[config.mk]
export PLATFORM = sky130hd
export DESIGN_NAME = button_bounce_gen
export DESIGN_NICKNAME = d
export VERILOG_FILES = /design/src/rtl/button_bounce_pkg.sv /design/src/rtl/lfsr16.sv /design/src/rtl/button_bounce_gen.sv
export SDC_FILE = /design/constraint.sdc
export NUM_CORES = 1
export LEC_CHECK = 0
export CORE_MARGIN = 2
export CORE_UTILIZATION = 40
export DETAILED_ROUTE_END_ITERATION = 6
export SKIP_CTS_REPAIR_TIMING = 1
export SLEW_MARGIN = 20
export SYNTH_ARGS = -nofsm -noshare
export SYNTH_HDL_FRONTEND = slang
export SYNTH_SLANG_ARGS = --single-unit
export TNS_END_PERCENT = 20
[constraint.sdc]
create_clock -name clk -period 2.15 [get_ports clk]
set_input_delay 0.645 -clock clk [delete_from_list [all_inputs] [get_ports clk]]
set_output_delay 0.645 -clock clk [all_outputs]
set_load 0.1 [all_outputs]
[src/rtl/button_bounce_pkg.sv]
// Shared definitions for the button bounce generator.
// Contents: FSM state encoding, LFSR width/taps and the LFSR step function.
package button_bounce_pkg;

    localparam int unsigned LFSR_WIDTH = 16;
    localparam logic [LFSR_WIDTH-1:0] LFSR_TAPS = 16'hB400;

    typedef enum logic [1:0] {
        IDLE   = 2'd0,
        BOUNCE = 2'd1,
        SETTLE = 2'd2
    } state_t;

    // One right shift of a Galois LFSR; a nonzero value never maps to zero.
    function automatic logic [LFSR_WIDTH-1:0] lfsr_next(input logic [LFSR_WIDTH-1:0] cur);
        lfsr_next = (cur >> 1) ^ (cur[0] ? LFSR_TAPS : LFSR_WIDTH'(0));
    endfunction

endpackage

[src/rtl/lfsr16.sv]
// Free-running 16-bit Galois LFSR used as the bounce timing source.
// Ports: clk, reset (sync, active-high), seed (reset value, 0 maps to 1), q (state).
module lfsr16
    import button_bounce_pkg::*;
(
    input  logic                  clk,
    input  logic                  reset,
    input  logic [LFSR_WIDTH-1:0] seed,
    output logic [LFSR_WIDTH-1:0] q
);

    // An all-zero seed would lock the register, so substitute 1.
    always_ff @(posedge clk) begin
        if (reset) begin
            q <= (seed == LFSR_WIDTH'(0)) ? LFSR_WIDTH'(1) : seed;
        end else begin
            q <= lfsr_next(q);
        end
    end

endmodule

[src/rtl/button_bounce_gen.sv]
// Emulates a mechanical push-button: every change of the clean press level is
// turned into an odd number of button edges with random short levels, followed
// by a quiet settle period and a one-cycle settled pulse.
// Ports: clk, reset (sync, active-high), press (clean level in),
//        button (bouncing level out), busy (sequence running), settled (done pulse).
module button_bounce_gen
    import button_bounce_pkg::*;
#(
    parameter int unsigned BOUNCE_PAIRS      = 4,
    parameter int unsigned GLITCH_MAX_CYCLES = 16,
    parameter int unsigned SETTLE_CYCLES     = 64,
    parameter logic [15:0] SEED              = 16'hACE1
) (
    input  logic clk,
    input  logic reset,
    input  logic press,
    output logic button,
    output logic busy,
    output logic settled
);

    localparam int unsigned GLITCH_BITS = $clog2(GLITCH_MAX_CYCLES);
    localparam int unsigned HOLD_W      = $clog2(GLITCH_MAX_CYCLES + 1);
    localparam int unsigned TOGGLES     = 2 * BOUNCE_PAIRS;
    localparam int unsigned TOG_W       = (TOGGLES == 0) ? 1 : $clog2(TOGGLES + 1);
    localparam int unsigned SETTLE_W    = $clog2(SETTLE_CYCLES + 1);

    state_t                state_q, state_d;
    logic                  button_d, busy_d, settled_d;
    logic                  target_q, target_d;
    logic [HOLD_W-1:0]     hold_q, hold_d, hold_load;
    logic [TOG_W-1:0]      toggles_q, toggles_d;
    logic [SETTLE_W-1:0]   settle_q, settle_d;
    logic [LFSR_WIDTH-1:0] lfsr_q;
    logic                  lfsr_unused;

    lfsr16 u_lfsr (
        .clk   (clk),
        .reset (reset),
        .seed  (SEED),
        .q     (lfsr_q)
    );

    // Random level length in 1..GLITCH_MAX_CYCLES from the low LFSR bits.
    assign hold_load   = HOLD_W'(lfsr_q[GLITCH_BITS-1:0]) + HOLD_W'(1);
    assign lfsr_unused = ^lfsr_q[LFSR_WIDTH-1:GLITCH_BITS];

    // State and output registers.
    always_ff @(posedge clk) begin
        if (reset) begin
            state_q   <= IDLE;
            button    <= 1'b0;
            busy      <= 1'b0;
            settled   <= 1'b0;
            target_q  <= 1'b0;
            hold_q    <= '0;
            toggles_q <= '0;
            settle_q  <= '0;
        end else begin
            state_q   <= state_d;
            button    <= button_d;
            busy      <= busy_d;
            settled   <= settled_d;
            target_q  <= target_d;
            hold_q    <= hold_d;
            toggles_q <= toggles_d;
            settle_q  <= settle_d;
        end
    end

    // Next-state and next-output logic.
    always_comb begin
        state_d   = state_q;
        button_d  = button;
        busy_d    = busy;
        settled_d = 1'b0;
        target_d  = target_q;
        hold_d    = hold_q;
        toggles_d = toggles_q;
        settle_d  = settle_q;

        case (state_q)
            IDLE: begin
                busy_d = 1'b0;
                // The settled cycle itself is not a start opportunity, which
                // guarantees one fully idle cycle between sequences.
                if (!settled && (press != button)) begin
                    target_d  = press;
                    button_d  = press;
                    toggles_d = TOG_W'(TOGGLES);
                    hold_d    = hold_load;
                    busy_d    = 1'b1;
                    if (TOGGLES == 0) begin
                        state_d  = SETTLE;
                        settle_d = SETTLE_W'(SETTLE_CYCLES);
                    end else begin
                        state_d = BOUNCE;
                    end
                end
            end

            BOUNCE: begin
                if (hold_q > HOLD_W'(1)) begin
                    hold_d = hold_q - HOLD_W'(1);
                end else begin
                    button_d  = ~button;
                    toggles_d = toggles_q - TOG_W'(1);
                    hold_d    = hold_load;
                    // Toggle count is even, so the last toggle lands on target.
                    if (toggles_q == TOG_W'(1)) begin
                        state_d  = SETTLE;
                        settle_d = SETTLE_W'(SETTLE_CYCLES);
                    end
                end
            end

            SETTLE: begin
                button_d = target_q;
                if (settle_q <= SETTLE_W'(1)) begin
                    settle_d  = '0;
                    settled_d = 1'b1;
                    busy_d    = 1'b0;
                    state_d   = IDLE;
                end else begin
                    settle_d = settle_q - SETTLE_W'(1);
                end
            end

            default: begin
                state_d = IDLE;
                busy_d  = 1'b0;
            end
        endcase
    end

endmodule
After elaboration in Yosys (flattened, before gate mapping)
Index checks and enable logic that the tools add are counted.
{"block": "totals", "output_inout_bits": 3, "regBits": 38, "word_cells": 64, "in_bits": 3}
{"block": "classes", "add_sub_neg": 4, "magnitude_cmp": 2, "eq_ne": 8, "n_reduce_logical": 14, "bitwise_logic": 4, "muxes": 23}
{"op": "$mux W7", "count": 3}
{"op": "$mux W16", "count": 1}
{"op": "$xor A15 B16 Y16", "count": 1}
{"op": "$pmux W7 S2", "count": 1}
{"op": "$mux W5", "count": 2}
{"op": "$pmux W5 S2", "count": 1}
{"op": "$reduce_and A3 Y1", "count": 3}
{"op": "$mux W2", "count": 4}
{"op": "$mux W4", "count": 2}
{"op": "$ne A2 B2 Y1 const B", "count": 4}
{"op": "$pmux W4 S2", "count": 1}
{"op": "$le A7 B1 Y1 const B", "count": 1}
{"op": "$sub A7 B1 Y7 const B", "count": 1}
{"op": "$pmux W1 S3", "count": 2}
{"op": "$pmux W2 S3", "count": 1}
{"op": "$reduce_and A2 Y1", "count": 3}
{"op": "$add A4 B1 Y5 const B", "count": 1}
{"op": "$gt A5 B1 Y1 const B", "count": 1}
{"op": "$mux W1", "count": 5}
{"op": "$sub A5 B1 Y5 const B", "count": 1}
{"op": "$eq A4 B1 Y1 const B", "count": 1}
{"op": "$reduce_and A4 Y1", "count": 1}
{"op": "$reduce_bool A2 Y1", "count": 2}
{"op": "$sub A4 B1 Y4 const B", "count": 1}
{"op": "9 further kinds", "count": 11}

Longest topological paths before layout
Gate-level depths: netlist (run 1).
{"block": "depth", "word_depth": 4, "ltp_mapped": 8, "ltp_nobuf": 6}

Hierarchy
A second synthesis (run 1) with hierarchy kept.
{"block": "unflattened", "hier_cells": 217, "area_unflattened_um2": 2015.7}
{"module": "button_bounce_gen", "cells_each": 170, "area_each_um2": 1425.1, "instances": 1, "seq_area_each_um2": 440.4}
{"module": "lfsr16", "cells_each": 47, "area_each_um2": 590.6, "instances": 1, "seq_area_each_um2": 320.3}

Worst setup path before layout (run 1)
Ideal clock, no wire load.
{"block": "synth_path", "path_type": "reg2reg", "from": "reg button", "to": "reg toggles_q[2]", "t_required_ps": 2064, "setup_time_ps": 86, "arrival_ps": 2329, "n_path_buf": 1, "setup_slack_ps": -264, "stages_incl_launch_ff": 6, "cell_sequence": "dfxtp_1 > xnor2_1 > o22a_1 > buf_6 > or4_1 > a211oi_1"}
{"block": "synth_via", "elab_chain_len": 4}
{"item": "from (decl)", "line_no": "button_bounce_gen.sv:17", "source": "output logic button,"}
{"item": "from (signal assigned)", "line_no": "button_bounce_gen.sv:61", "source": "button <= button_d;"}
{"item": "$ne A1 B1 Y1", "line_no": "button_bounce_gen.sv:87", "source": "if (!settled && (press != button)) begin"}
{"item": "$logic_and A1 B1 Y1", "line_no": "button_bounce_gen.sv:87"}
{"item": "$ne A2 B2 Y1 (no line)"}
{"item": "$reduce_and A3 Y1 (no line)"}
{"item": "to (signal assigned)", "line_no": "button_bounce_gen.sv:66", "source": "toggles_q <= toggles_d;"}
{"item": "to (decl)", "line_no": "button_bounce_gen.sv:32", "source": "logic [TOG_W-1:0] toggles_q, toggles_d;"}
Every way passes these cells.
A chain may end at the register's enable or synchronous reset.

Worst setup path in the final report (run 1)
{"block": "layout_path", "from": "reg state_q[1]", "to": "reg settle_q[1]"}
{"block": "layout_via", "elab_chain_len": 3, "word_cells_on_any_way": 7, "cone_classes": "4 x eq/ne; 1 x mux; 2 x reduce/logical"}
{"item": "from (decl)", "line_no": "button_bounce_gen.sv:28", "source": "state_t state_q, state_d;"}
{"item": "from (signal assigned)", "line_no": "button_bounce_gen.sv:60", "source": "state_q <= state_d;"}
{"item": "$eq A2 B1 Y1 / $eq A2 B2 Y1 (equally long branches)", "line_no": "button_bounce_gen.sv:82", "source": "case (state_q)"}
{"item": "$ne A2 B2 Y1 (no line) / $reduce_bool A2 Y1 (equally long branches)"}
{"item": "$reduce_and A3 Y1 (no line)"}
{"item": "to (signal assigned)", "line_no": "button_bounce_gen.sv:67", "source": "settle_q <= settle_d;"}
{"item": "to (decl)", "line_no": "button_bounce_gen.sv:33", "source": "logic [SETTLE_W-1:0] settle_q, settle_d;"}
Several ways; a longest one is shown, not always the timed one.

==> results.md, run 1 <==
Outcome:
- The run finished with clean final reports.

Yosys:
- Counting flops and latches in the post-synthesis netlist gives 38.
- Summing every instance area after synthesis gives 1860 sq um.
- The cell taking the most area after synthesis is sky130_fd_sc_hd__dfxtp_1.
- The count of warnings emitted by yosys is 0.
- The primary flip-flop cell chosen by synthesis mapping is sky130_fd_sc_hd__dfxtp_1.
- Yosys attributes the largest share of cell area to sky130_fd_sc_hd__dfxtp_1 41%, sky130_fd_sc_hd__ha_1 7.4%, sky130_fd_sc_hd__a21oi_1 3.5%.
- Counting flops with an async set or reset pin after synthesis yields a share of 0.
- Of the synthesized area, sequential elements account for 0.410.
- In the post-synthesis netlist, the cell with the most instances is sky130_fd_sc_hd__dfxtp_1.
- In the synthesized netlist, the cells that appear most often are 38 x sky130_fd_sc_hd__dfxtp_1, 13 x sky130_fd_sc_hd__a21oi_1, 13 x sky130_fd_sc_hd__nand2_1.
- The cell count after synthesis is 206.
- The number of library cell types mapped by synthesis is 45.
- The synthesized net count is 220.
- Each instance of the synthesized netlist takes up on average 9.01 sq um.
- The fraction of post-synthesis cell area in the top cell type by area is 0.410.
- The number of flops mapped to enable cells by yosys is 0.

Cells and area:
- The number of inserted filler cells in the final layout is 422.
- The layout overhead on the synthesized area is 16.4%.
- The footprint of the flip-flops and latches is 762 sq um.
- The layout net count is 240.
- The count of antenna diodes in the layout is 0.
- At the end of the flow the core is filled with cells to 0.490.
- Summing all multi-input logic gate instances after layout gives 1010 sq um.
- The number of cells in the finished layout apart from fillers is 278.
- In the final layout, the share of cells above drive strength 1 is 0.177.

Floorplanning:
- The floorplan step defined a core boundary enclosing 4410 sq um.
- The number of top-level pins is 6.
- The die is 72.1 um tall.
- The die width is 72.1 um.
- The number of core rows is 24.
- The initial utilization of the core area, before any placement, comes to 0.421.
- The die covers around 5200 sq um.

Power:
- Dividing total power by cell area gives a power density of 1370 nW/um^2.
- The switching power total is 1270 uW.
- Of the total power, the clock network draws 0.160.
- The total power after layout is ~3000 uW.
- The power share of the combinational group is 0.512.
- In this run the static leakage power is 0.000848 uW.
- The worst supply voltage drop on vdd is 0.476 mV.
- Of the total power, registers draw 0.329.
- The switching fraction of total power is 0.428.
- Cell internal power was estimated by the tool at 1700 uW.

CTS:
- The clock net in this run drives a total of 38 sinks.
- The TritonCTS clock tree is built.
- Buffers inserted during clock tree synthesis total 5.
- The buffer depth of the longest clock path is 2.
- Clock-pin slew was measured on the worst setup and hold paths at ~70 ps.
- CTS built an H-tree with a depth of 2.
- In this run the clock root is driven by a sky130_fd_sc_hd__clkbuf_8.
- The source-to-sink clock delay at the later pin of the worst-skew pair is 300 ps.

Worst setup path:
- The launch instance of the worst register-to-register path is state_q[1].
- The logic depth of the worst register-to-register path is 7.
- The number of buffer and inverter instances along the worst setup path is 2.
- The critical-path maximum fanout is 11.
- Grouping stages by cell kind, the critical path spends the most delay in simple AND/OR/NAND/NOR gates.
- The reg-to-reg endpoint is settle_q[1].
- The worst reg-to-reg setup slack is 180 ps.
- Data on the critical path arrives at its endpoint at 2210 ps.
- The startpoint class of the critical path is a flop.
- The delay of the slowest cell on the worst path is 380 ps.
- The slowest library cell on the worst path is sky130_fd_sc_hd__dfxtp_1.
- Walking the worst path, the cells encountered are inv_1 -> ha_1 -> nor4bb_2 -> a32oi_1 -> buf_4 -> or3_1 -> a21oi_1.
- For the worst setup path, the data required time is approximately 2400 ps.
- The worst setup path is captured at a flop.
- The start-to-end type of the worst setup path is flop to flop.

STA:
- The time the worst path needs with I/O delays and setup is 1970 ps.
- Measured against its own limit, the worst slew margin works out to 0.719.
- The total setup violations reported at the end of the flow is 0.
- For the pin with the worst max-slew slack, the measured transition is around 420 ps.
- The number of failing hold endpoints at the final stage is 0.
- On the final layout, the worst clock skew is 7.92 ps.
- On the final layout, the worst hold slack is between 400 and 500 ps.
- Setup repair after global routing left no endpoint under its margin.
- The worst setup margin is roughly 180 ps.
- The final number of max-transition violations came to 0.
- The maximum clock rate is between 500 and 600 MHz.
- In the finished design, the share of the clock period the worst path needs comes to 0.918.

Drt:
- The number of iterations in the first detailed-routing pass is 5.
- After detailed routing, the number of remaining DRC violations is 0.
- The first routing iteration left 58 violations.
- The total via count after detailed routing is 1,547.
- After detailed routing, the number of vias per cell comes to 5.56.
- The routed design has 3.89 mm of wire.
- The antenna violation net count after detailed routing is 0.
- In the final routed layout, each cell accounts on average for 14.0 um.

Global routing:
- The number of global-route vias before repair is 1,433.
- Entering global routing, the biggest net connects 19 pins.
- The first-pass GRT wire length is 6.56 mm.
- The total global routing track utilization is 0.164.
- The remaining global-route overflow is 0.
- The number of antenna violations at the first check in global routing is 0.

Place:
- Routability-driven placement finished with a final weighted congestion of 0.799.
- At the placement stage, the worst setup path has a slack of -109 ps.
- Detailed placement ended at an HPWL of approximately 2.8 mm.
- In this run, placement finished with an instance count of ~270.
- The number of buffer cells added on primary ports is 5.

Run:
- Max-cap violations in this run came to 0.

Hold path:
- The worst hold path belongs to the class flop to flop.
- In this run the most critical hold path is launched from u_lfsr.q[6].
- The endpoint with the worst hold slack is u_lfsr.q[5].
- Along the worst hold path, the cell count comes to 1.
## registers in the layout (all words and copies together), names as in the netlist
name / flops
target_q: 1
state_q: 2
u_lfsr.q: 16
settle_q: 7
settled: 1
toggles_q: 4
button: 1
hold_q: 5
busy: 1
## layer usage
| layer | routed length (um) | share of wire | GRT usage | vias up |
|---|---|---|---|---|
| met5 | 0 | 0 | 0 | - |
| met4 | 73 | 0.019 | 0.0776 | 0 |
| met3 | 125 | 0.032 | 0.0500 | 5 |
| met2 | 1670 | 0.43 | 0.236 | 23 |
| met1 | 2020 | 0.52 | 0.223 | 729 |
| li1 | - | - | - | 790 |
## area by class of cell
cell class                      count  share of cell area
Multi-Input combinational cell    146               0.468
Sequential cell                    38               0.352
Timing Repair Buffer               22              0.0903
Clock buffer                        5              0.0318
Tap cell                           52              0.0301
Inverter                           13              0.0226
Clock inverter                      2             0.00463
## worst max-delay path by stage
stage / startpoint / end / slack, ps / cells past startpoint
floorplan: settled / toggles_q[2] / 100 / 5
global placement: press / toggles_q[2] / -90 / 5
detailed placement: press / toggles_q[2] / -110 / 5
CTS: state_q[1] / settle_q[1] / 130 / 7
global route: state_q[1] / settle_q[1] / 30 / 7
finish: state_q[1] / settle_q[1] / 180 / 7
## placed cells by master, fill, tap and decap left out, types with 3 or more instances in the layout
cell                       count
sky130_fd_sc_hd__nor4_1        3
sky130_fd_sc_hd__nand3_1       6
sky130_fd_sc_hd__ha_1         11
sky130_fd_sc_hd__xnor2_1       5
sky130_fd_sc_hd__nand2b_1      3
sky130_fd_sc_hd__buf_4        18
sky130_fd_sc_hd__dfxtp_1      37
sky130_fd_sc_hd__a21oi_1      13
sky130_fd_sc_hd__or2_2         6
sky130_fd_sc_hd__a31oi_1       4
sky130_fd_sc_hd__nor3_1        6
sky130_fd_sc_hd__a211oi_1      7
sky130_fd_sc_hd__nor2_1       10
sky130_fd_sc_hd__nor2b_1       7
sky130_fd_sc_hd__o21ai_0       9
sky130_fd_sc_hd__o31ai_1       3
sky130_fd_sc_hd__or3_1         4
sky130_fd_sc_hd__nand2_1      13
sky130_fd_sc_hd__clkbuf_8      5
sky130_fd_sc_hd__inv_1        12
## power by group through the flow
stage          Clock, uW  Sequential, uW  Combinational, uW
2_1_floorplan          0            1080                943
3_3_place_gp           0             986               1480
3_5_place_dp           0             989               1490
4_1_cts              496             973               1510
5_1_grt              521             996               1670
6_report             473             975               1520
## cell families after synthesis
kind of cell | Yosys count | share of synthesized area
buffers and inverters | 22 | 0.0485
XOR/XNOR | 6 | 0.0283
AO/OA/AOI/OAI | 58 | 0.217
flip-flops | 38 | 0.410
multiplexers | 2 | 0.0108
AND/OR/NAND/NOR | 69 | 0.212
adder cells (fa/ha/maj) | 11 | 0.0741
## per-stage QoR
stage          cell area, sq um  setup TNS [ps]
6_report                   2160               0
4_1_cts                    2160               0
3_3_place_gp               2080            -103
3_5_place_dp               2080            -164
2_1_floorplan              1860               0
5_1_grt                    2160               0
Note: power is estimated with default switching activity, not from simulation.
==> inputs of run 2 (changes only) <==
--- a/config.mk
+++ b/config.mk
@@ -8,7 +8,7 @@
 export CORE_MARGIN = 2
 export CORE_UTILIZATION = 40
 export DETAILED_ROUTE_END_ITERATION = 6
-export SKIP_CTS_REPAIR_TIMING = 1
+export GPL_TIMING_DRIVEN = 0
 export SLEW_MARGIN = 20
 export SYNTH_ARGS = -nofsm -noshare
 export SYNTH_HDL_FRONTEND = slang
==> run 2 against run 1 <==
Net effect: count of clock-buffer cells in the layout did not move; sequential share of layout area increased by 0.37 points; register-to-register slack worse by 40 ps; non-clock buffer count shrank 9; sequential power about the same.
==> results.md, run 2 (same netlist as run 1, synthesis figures left out) <==
Global routing:
- The first-pass GRT wire length is 6.40 mm (was 6.56 mm).
- The total global routing track utilization is 0.160 (was 0.164).
- The maximum number of pins on one net before global-route repair is 14 (was 19).
- The remaining global-route overflow was 0 (unchanged).
- The number of antenna violations at the first check in global routing is 0 (unchanged).
- The number of global-route vias before repair was 1,339 (was 1,433).

Worst setup path:
- The critical-path maximum fanout came to 2 (was 11).
- The number of buffer and inverter instances along the worst setup path came to 1 (was 2).
- The required time at the worst-slack endpoint is 1500 ps (was 2380 ps).
- The slowest library cell on the worst path is sky130_fd_sc_hd__clkdlybuf4s15_1 (was sky130_fd_sc_hd__dfxtp_1).
- The delay of the slowest cell on the worst path is 810 ps (was 380 ps).
- Crit path cell chain: clkdlybuf4s15_1 (was inv_1 -> ha_1 -> nor4bb_2 -> a32oi_1 -> buf_4 -> or3_1 -> a21oi_1).
- The startpoint class of the critical path is a flop (unchanged).
- The start-to-end type of the worst setup path is flop to primary output (was flop to flop).
- The data arrival time at the worst-slack endpoint is 1430 ps (was 2210 ps).
- The kind of capture point of the worst setup path was a primary output (was flop).
- The gate family responsible for the most delay along the worst path is buffers and inverters (was simple AND/OR/NAND/NOR gates).

Floorplanning:
- The effective utilization at floorplan is 0.421 (unchanged).
- The die outline height is 72.1 um (unchanged).
- The number of top-level pins is 6 (unchanged).
- The die width is 72.1 um (unchanged).
- The floorplan die area is 5200 sq um (unchanged).
- The number of core rows came to 24 (unchanged).
- The core region area is 4410 sq um (unchanged).

CTS:
- The buffer depth of the longest clock path is 2 (unchanged).
- The root buffer cell is sky130_fd_sc_hd__clkbuf_8 (unchanged).
- The TritonCTS buffer count is 5 (unchanged).
- The number of H-tree levels is 2 (unchanged).
- Once the clock tree was built, the setup fixing pass inserted 0 buffers.
- The clock slew seen by the registers of the worst setup and hold paths is 80 ps (was 70 ps).
- The clock sink total came to 38 (unchanged).
- The TritonCTS clock tree is built (unchanged).
- The source-to-sink clock delay at the later pin of the worst-skew pair is 290 ps (was 300 ps).

Place:
- The number of buffer cells added on primary ports is 4 (was 5).
- The pre-CTS setup slack is -351 ps (was -109 ps).
- The final RePlAce weighted congestion is 0.824 (was 0.799).
- The detailed-placement wirelength estimate is 2.62 mm (was 2.76 mm).
- The cell count after placement is 262 (was 271).

STA:
- The worst slew slack as a fraction of its limit is 0.373 (was 0.719).
- The setup clock skew after layout is 3.86 ps (was 7.92 ps).
- RSZ-0062 raised after global routing: false (unchanged).
- The time the worst path needs with I/O delays and setup was 2080 ps (was 1970 ps).
- The total setup violations reported at the end of the flow was 0 (unchanged).
- The share of the cycle needed by the critical path after routing is 0.966 (was 0.918).
- The number of failing hold endpoints at the final stage is 0 (unchanged).
- The worst setup margin is 73.5 ps (was 176 ps).
- The maximum clock rate was 482 MHz (was 507 MHz).
- The final number of max-transition violations was 0 (unchanged).
- The total negative setup slack is 0 ps (unchanged).
- The slew of the pin with the lowest slew margin is 944 ps (was 421 ps).

Power:
- The total power after layout came to 3120 uW (was 2960 uW).
- The worst supply voltage drop on vdd came to 0.790 mV (was 0.476 mV).
- The power density over cell area is 1460 nW/um^2 (was 1370 nW/um^2).
- The static leakage is 0.000809 uW (was 0.000848 uW).

Drt:
- The number of DRC markers in iteration 0 came to 66 (was 58).
- The via density per instance was 5.45 (was 5.56).
- The antenna violation net count after detailed routing is 0 (unchanged).
- The final routed DRC violation total is 0 (unchanged).
- The total via count after detailed routing came to 1,471 (was 1,547).
- The routed length per placed instance is 14.0 um (about the same).
- The sum of routed wire length over all layers was 3.77 mm (was 3.89 mm).
- The number of iterations in the first detailed-routing pass was 4 (was 5).

Outcome:
- Run status: finished clean (unchanged).

Cells and area:
- The register ranked first by flip-flop count is u_lfsr.q (unchanged).
- Top library cells by usage in the layout, fill and taps aside: 37 x sky130_fd_sc_hd__dfxtp_1, 13 x sky130_fd_sc_hd__nand2_1, 13 x sky130_fd_sc_hd__a21oi_1 (was 37 x sky130_fd_sc_hd__dfxtp_1, 18 x sky130_fd_sc_hd__buf_4, 13 x sky130_fd_sc_hd__nand2_1, 13 x sky130_fd_sc_hd__a21oi_1, 12 x sky130_fd_sc_hd__inv_1).
- The number of cells in the finished layout apart from fillers came to 270 (was 278).
- The layout overhead on the synthesized area was 15.2% (was 16.4%).
- The count of antenna diodes in the layout was 0 (unchanged).
- The share of cells above drive strength 1 is 0.138 (was 0.177).
- The most frequent standard cell in the layout excluding fill and tap cells is sky130_fd_sc_hd__dfxtp_1 (unchanged).
- Regs by FF count: u_lfsr.q (16), settle_q (7), hold_q (5) (unchanged).
- The flip-flop count of the largest register after layout is 16 (unchanged).
- The layout net count was 231 (was 240).

Run:
- The number of maximum-capacitance violations is 0 (unchanged).

Hold path:
- The path category of the worst min-delay check is flop to flop (unchanged).
==> run 2: worst reg2reg max path: stages (launching register included) <==
cell and delay [ps]:
sky130_fd_sc_hd__dfxtp_1 350, sky130_fd_sc_hd__inv_1 120, sky130_fd_sc_hd__ha_2 290, sky130_fd_sc_hd__inv_1 70
sky130_fd_sc_hd__clkbuf_2 200, sky130_fd_sc_hd__a32oi_1 320, sky130_fd_sc_hd__buf_4 230, sky130_fd_sc_hd__nor3_1 60
sky130_fd_sc_hd__a311o_1 260
==> run 2: cell type report <==
type                    instances  area (sq um)
inverters                      13          48.8
repair buffers                  4          35.0
clock inverters                 3          68.8
flip-flops and latches         38           762
clock buffers                   5          68.8
well taps                      52          65.1
multi-input cells             146          1040
fillers                       421          2270
plain buffers                   9          47.5
==> run 2: per-stage QoR <==
| step | instance area [sq um] | hold slack, ps | utilization |
|---|---|---|---|
| floorplan | 1860 | 389 | - |
| global placement | 1960 | 390 | 0.445 |
| global route | 2140 | 418 | 0.485 |
| detailed placement | 1960 | 393 | 0.445 |
| finish | 2140 | 411 | 0.485 |
| CTS | 2110 | 413 | 0.478 |
==> run 2: layer usage <==
layer,global-route usage,vias to the layer above,share of wire
met5,0,-,0
met4,0.0797,0,0.012
met3,0.0417,4,0.024
met2,0.231,12,0.43
met1,0.220,684,0.53
li1,-,771,-
==> run 2: repair_timing <==
item,4_1_cts,5_1_grt
endpoints found under the setup margin,10,17
gates resized for setup,10,11
pin swaps,1,0
hold buffers,0,0
gates cloned,0,0
==> run 2: where the power goes <==
group | switching [uW] | internal, uW
Clock | 270 | 465
Combinational | 853 | 554
Sequential | 135 | 841
Total | 1260 | 1860
==> run 2: worst paths after layout <==
kind	from	to	slack [ps]	depth (start not counted)
min reg2reg	u_lfsr.q[8]	u_lfsr.q[7]	410	1
max	busy	busy	70	1
max reg2reg	state_q[1]	settle_q[4]	140	8
min	u_lfsr.q[8]	u_lfsr.q[7]	410	1
==> inputs of run 3 (changes only) <==
--- a/config.mk
+++ b/config.mk
@@ -5,6 +5,7 @@
 export SDC_FILE = /design/constraint.sdc
 export NUM_CORES = 1
 export LEC_CHECK = 0
+export CAP_MARGIN = 20
 export CORE_MARGIN = 2
 export CORE_UTILIZATION = 40
 export DETAILED_ROUTE_END_ITERATION = 6
==> results of run 3 <==
Final layout, timing and power as in run 2 (identical DEF).
